<file path="src/rtl/bcd_counter_chain.sv">
// Multi-digit packed-BCD up/down counter with a programmable terminal value.
// Loads are sanitised (bad nibbles zeroed, then saturated to MAX_BCD) so the
// count can never leave the legal range. carry_out is a zero-latency decode
// intended to drive the next stage's en directly when stages are chained.
module bcd_counter_chain #(
  parameter int                   DIGITS  = 2,
  parameter logic [4*DIGITS-1:0]  MAX_BCD = 8'h59
) (
  input  logic                  clk,
  input  logic                  reset_n,
  input  logic                  en,
  input  logic                  up,
  input  logic                  clear,
  input  logic                  load,
  input  logic [4*DIGITS-1:0]   data_in,
  output logic [4*DIGITS-1:0]   data_out,
  output logic                  carry_out,
  output logic                  at_max,
  output logic                  at_zero,
  output logic                  load_err
);

  localparam int W = 4 * DIGITS;

  function automatic bit bcd_legal(input logic [W-1:0] v);
    for (int i = 0; i < DIGITS; i++) begin
      if (v[4*i +: 4] > 4'd9) return 1'b0;
    end
    return 1'b1;
  endfunction

  localparam bit MAX_LEGAL = bcd_legal(MAX_BCD);

  generate
    if (DIGITS < 1 || DIGITS > 8) begin : g_bad_digits
      $error("bcd_counter_chain: DIGITS must be in 1..8");
    end
    if (!MAX_LEGAL || MAX_BCD == '0) begin : g_bad_max
      $error("bcd_counter_chain: MAX_BCD must be nonzero packed BCD");
    end
  endgenerate

  logic [W-1:0] cnt_q, cnt_d;
  logic         err_q, err_d;
  logic [W-1:0] inc_val, dec_val;
  logic [W-1:0] fixed_val, load_val;
  logic         nib_fixed, load_sat;

  assign data_out  = cnt_q;
  assign load_err  = err_q;
  assign at_max    = (cnt_q == MAX_BCD);
  assign at_zero   = (cnt_q == '0);
  assign carry_out = en & ~load & ~clear & ((up & at_max) | (~up & at_zero));

  // Per-digit ripple increment/decrement: a digit steps only when every lower
  // digit is at its roll-over value (9 going up, 0 going down).
  always_comb begin
    logic inc_ripple;
    logic dec_ripple;
    logic [3:0] dig;
    inc_val    = cnt_q;
    dec_val    = cnt_q;
    inc_ripple = 1'b1;
    dec_ripple = 1'b1;
    dig        = 4'd0;
    for (int i = 0; i < DIGITS; i++) begin
      dig = cnt_q[4*i +: 4];
      if (inc_ripple) inc_val[4*i +: 4] = (dig == 4'd9) ? 4'd0 : dig + 4'd1;
      if (dec_ripple) dec_val[4*i +: 4] = (dig == 4'd0) ? 4'd9 : dig - 4'd1;
      inc_ripple = inc_ripple & (dig == 4'd9);
      dec_ripple = dec_ripple & (dig == 4'd0);
    end
  end

  // Load sanitising: zero illegal nibbles first, then clamp to MAX_BCD.
  // Packed BCD with legal nibbles orders the same as unsigned binary, so a
  // plain magnitude compare is valid once the nibbles are fixed.
  always_comb begin
    fixed_val = data_in;
    nib_fixed = 1'b0;
    for (int i = 0; i < DIGITS; i++) begin
      if (data_in[4*i +: 4] > 4'd9) begin
        fixed_val[4*i +: 4] = 4'd0;
        nib_fixed           = 1'b1;
      end
    end
    load_sat = (fixed_val > MAX_BCD);
    load_val = load_sat ? MAX_BCD : fixed_val;
  end

  // Next-state selection: clear > load > count > hold.
  always_comb begin
    cnt_d = cnt_q;
    err_d = 1'b0;
    if (clear) begin
      cnt_d = '0;
    end else if (load) begin
      cnt_d = load_val;
      err_d = nib_fixed | load_sat;
    end else if (en) begin
      if (up) cnt_d = at_max  ? '0      : inc_val;
      else    cnt_d = at_zero ? MAX_BCD : dec_val;
    end
  end

  // Count and load-error registers with asynchronous reset.
  always_ff @(posedge clk or negedge reset_n) begin
    if (!reset_n) begin
      cnt_q <= '0;
      err_q <= 1'b0;
    end else begin
      cnt_q <= cnt_d;
      err_q <= err_d;
    end
  end

endmodule

</file>
<file path="config.mk">
export PLATFORM = sky130hd
export DESIGN_NAME = bcd_counter_chain
export DESIGN_NICKNAME = d
export VERILOG_FILES = /design/src/rtl/bcd_counter_chain.sv
export SDC_FILE = /design/constraint.sdc
export NUM_CORES = 1
export LEC_CHECK = 0
export ABC_AREA = 1
export CAP_MARGIN = 25
export CORE_MARGIN = 8
export CORE_UTILIZATION = 46
export CTS_CLUSTER_SIZE = 14
export DETAILED_ROUTE_END_ITERATION = 7
export GPL_TIMING_DRIVEN = 0
export HOLD_SLACK_MARGIN = 0.03
export PLACE_DENSITY_LB_ADDON = 0.15
export SLEW_MARGIN = 20
export SYNTH_ARGS = -nofsm -noshare
export SYNTH_HDL_FRONTEND = slang
export SYNTH_SLANG_ARGS = --single-unit
</file>
<file path="constraint.sdc">
create_clock -name clk -period 1.6 [get_ports clk]
set_input_delay 0.32 -clock clk [delete_from_list [all_inputs] [get_ports clk]]
set_output_delay 0.32 -clock clk [all_outputs]
set_load 0.02 [all_outputs]
</file>
==> out/summary.txt <==
Post-DR vias/cell - 5.08
# rows - 15
Top layer used by detailed routing - met4
Vert. Die Dim - 59.3 µm
Post-DRT Antenna Nets - 0
Data required time at the worst endpoint - 1.28 ns
Clock skew after layout - 0.00395 ns
Achievable frequency - 0.572 GHz
Cell area after technology mapping - 861 µm²
Most common cell on crit path - sky130_fd_sc_hd__nor2_4
Number of unique standard cell types used by synthesis - 20
Fraction of post-synthesis cell area in the top cell type by area - 26.2%
Number of enable-type register cells in the synthesized netlist - 0
Synth Register Bits - 9
Power per cell area - 713 nW/µm²
Worst reg-to-reg setup slack - 0.18 ns
Maximum number of pins on one net before global-route repair - 11
CTS clock-pin slew for the worst setup and hold paths - 0.06 ns
Met2 routed wirelength - 1.24 mm
Fill cells - 155
WP data arrival - 1.43 ns
Largest area contributor in the synthesized netlist - sky130_fd_sc_hd__dfrtp_1
Grt ovf - 0
Largest fanout of any net on the critical path - 5
Number of pins with negative max-slew slack in the final report - 0
Via count of the first global-routing pass - 1114
Clock tree from TritonCTS - yes
Wire length of the first global-routing pass - 4.49 mm
Number of buffers inserted by hold repair at cts - 0
Reg2Reg Depth - 10
Starting density of the core - 49.3%
Category of cells accounting for the largest share of critical-path delay - flip-flops
Max-capacitance violation count - 0
Drt wl/cell - 12.0 µm
Insertion delay of the later-clocked pin in the worst-skew pair - 0.26 ns
Clock Tree Root - sky130_fd_sc_hd__clkbuf_4
Total core area - 1750 µm²
CP Cell Sequence - nor2_4 > nand3_4 > nor2_4 > o211ai_1 > a21oi_2 > buf_6
Sinks on the clock net - 9
Failing checks - setup timing
Critical R2R Launch - data_out[1]
Critical path buffers and inverters - 1
Area contributors post-synth - sky130_fd_sc_hd__dfrtp_1 26%, sky130_fd_sc_hd__nand2_1 23%, sky130_fd_sc_hd__nand3_1 10%
Synth Instances - 149
Fraction of layout instances using a drive strength above 1 - 25.5%
Type of destination of the critical path - primary output
Worst-margin pin slew - 0.428 ns
Logic depth of the worst path, buffers included - 6
Syn Nets - 163
Asr flop ratio synth - 100%
Number of hold violations in the final report - 0
N_diodes - 0
Post-route clock period utilization - 109%
Part of the Yosys area used for sequential elements - 26.2%
Number of buffers created by CTS - 3
Die ar. - 3510 µm²
Worst vdd ir - 656 µV
Max Root-Sink Buffers - 2
RSZ-0062 raised after global routing - true
Die width - 59.3 µm
CP Launch Type - flip-flop
Classification of the worst setup path - flip-flop to primary output
Metal-1 WL - 1.16 mm
Via Count - 1083
Layout overhead on the synthesized area - 49.1%
DR WL met3 - 135 µm
Crit Reg-Reg Endpoint - data_out[7]
Final-report setup violation count - 3
Minimum setup slack after placement - -0.653 ns
Dominant synthesized flop cell - sky130_fd_sc_hd__dfrtp_1
Detailed-route wire length - 2.56 mm
Level count of the clock H-tree - 1
DRC viols - 0
Number of top-level design ports - 26
Final critical-path setup slack - -0.149 ns
Initial antenna violation count - 0
HPWL after detailed placement - 1.88 mm
Worst-path cell with the longest stage delay - sky130_fd_sc_hd__dfrtp_2
Count of input and output buffers - 24
Cell leakage power - 0.691 nW
Aggregate global-route resource usage - 15.8%
Total number of nets in the final design - 203
Largest stage delay on the critical path - 0.44 ns
Final min period - 1.75 ns
Most common cell after layout, fill and taps aside - sky130_fd_sc_hd__nand2_1
Number of warning messages in the yosys log - 0
Avg Synthesized Cell Area - 5.78 µm²
Routability Congestion - 0.918
Commonest cells after routing, fill and taps aside - 52 x sky130_fd_sc_hd__nand2_1, 17 x sky130_fd_sc_hd__nand3_1, 13 x sky130_fd_sc_hd__inv_1
DRT iter0 DRCs - 29
Sum Neg Setup Slack - -0.307 ns
Class of the worst hold path - primary input to async pin
TritonRoute pass-1 iters - 4
Status - finished with violations
Relative slew slack - 71.4%
## through the flow
step / instance area [µm²] / instances / utilization [%] / power (mW) / hold slack [ns]
6_report: 1280 / 213 / 73.5 / 0.915 / 0.365
3_5_place_dp: 1150 / 198 / 66.1 / 0.673 / 0.537
5_1_grt: 1280 / 213 / 73.5 / 0.979 / 0.391
3_3_place_gp: 1150 / 198 / 66.1 / 0.664 / 0.529
4_1_cts: 1280 / 213 / 73.3 / 0.913 / 0.366
2_1_floorplan: 882 / 149 / - / 0.530 / 0.0244
## kinds of logic after synthesis
family | share of synthesized area, %
simple gates | 52.5
buf+inv | 10.8
compound gates | 10.6
flops | 26.2
## synth_stat cells, types with 2 or more instances
| cell type | number |
|---|---|
| sky130_fd_sc_hd__nand4_1 | 4 |
| sky130_fd_sc_hd__buf_2 | 2 |
| sky130_fd_sc_hd__a21oi_1 | 3 |
| sky130_fd_sc_hd__nand2_2 | 3 |
| sky130_fd_sc_hd__inv_2 | 7 |
| sky130_fd_sc_hd__o211ai_1 | 2 |
| sky130_fd_sc_hd__nor2_2 | 5 |
| sky130_fd_sc_hd__nand2_1 | 53 |
| sky130_fd_sc_hd__inv_1 | 14 |
| sky130_fd_sc_hd__o21ai_0 | 9 |
| sky130_fd_sc_hd__o21ai_1 | 2 |
| sky130_fd_sc_hd__nand3_1 | 18 |
| sky130_fd_sc_hd__nor2_1 | 11 |
| sky130_fd_sc_hd__nand3_2 | 2 |
| sky130_fd_sc_hd__dfrtp_1 | 9 |
## sequential cells by signal, summed over array words and instances, names as in the netlist
register / count
data_out: 8
load_err: 1
## where the power goes
part | switching [mW] | internal, mW
logic | 0.251 | 0.193
clock network | 0.0795 | 0.0961
registers | 0.0406 | 0.254
total | 0.371 | 0.544
## worst max-delay path by stage
stage               slack, ns         from        end
floorplan              0.0005  data_out[0]  carry_out
global placement        -0.61         load  carry_out
detailed placement      -0.65         load  carry_out
CTS                     -0.16  data_out[1]  carry_out
global route            -0.22  data_out[1]  carry_out
finish                  -0.15  data_out[5]  carry_out
## layout make-up
type	instances	area, µm²	area share [%]
inverter	22	82.6	6.43
timing repair buffer	35	309	24.1
sequential	9	233	18.1
multi-input combinational	116	592	46.1
buffer	2	10.0	0.780
tap	25	31.3	2.44
clock buffer	4	26.3	2.05
## what timing repair did
item                       4_1_cts  5_1_grt
setup buffers                   11        0
setup endpoints to repair       11        4
gates resized for setup         27        2
pin swaps                        5        4
## layer usage
layer / vias up / track usage, %
met4: 0 / 7.51
li1: 558 / -
met5: - / 0
met1: 492 / 17.9
met2: 29 / 27.0
met3: 4 / 3.69
Power figures use the tool's default switching activity.
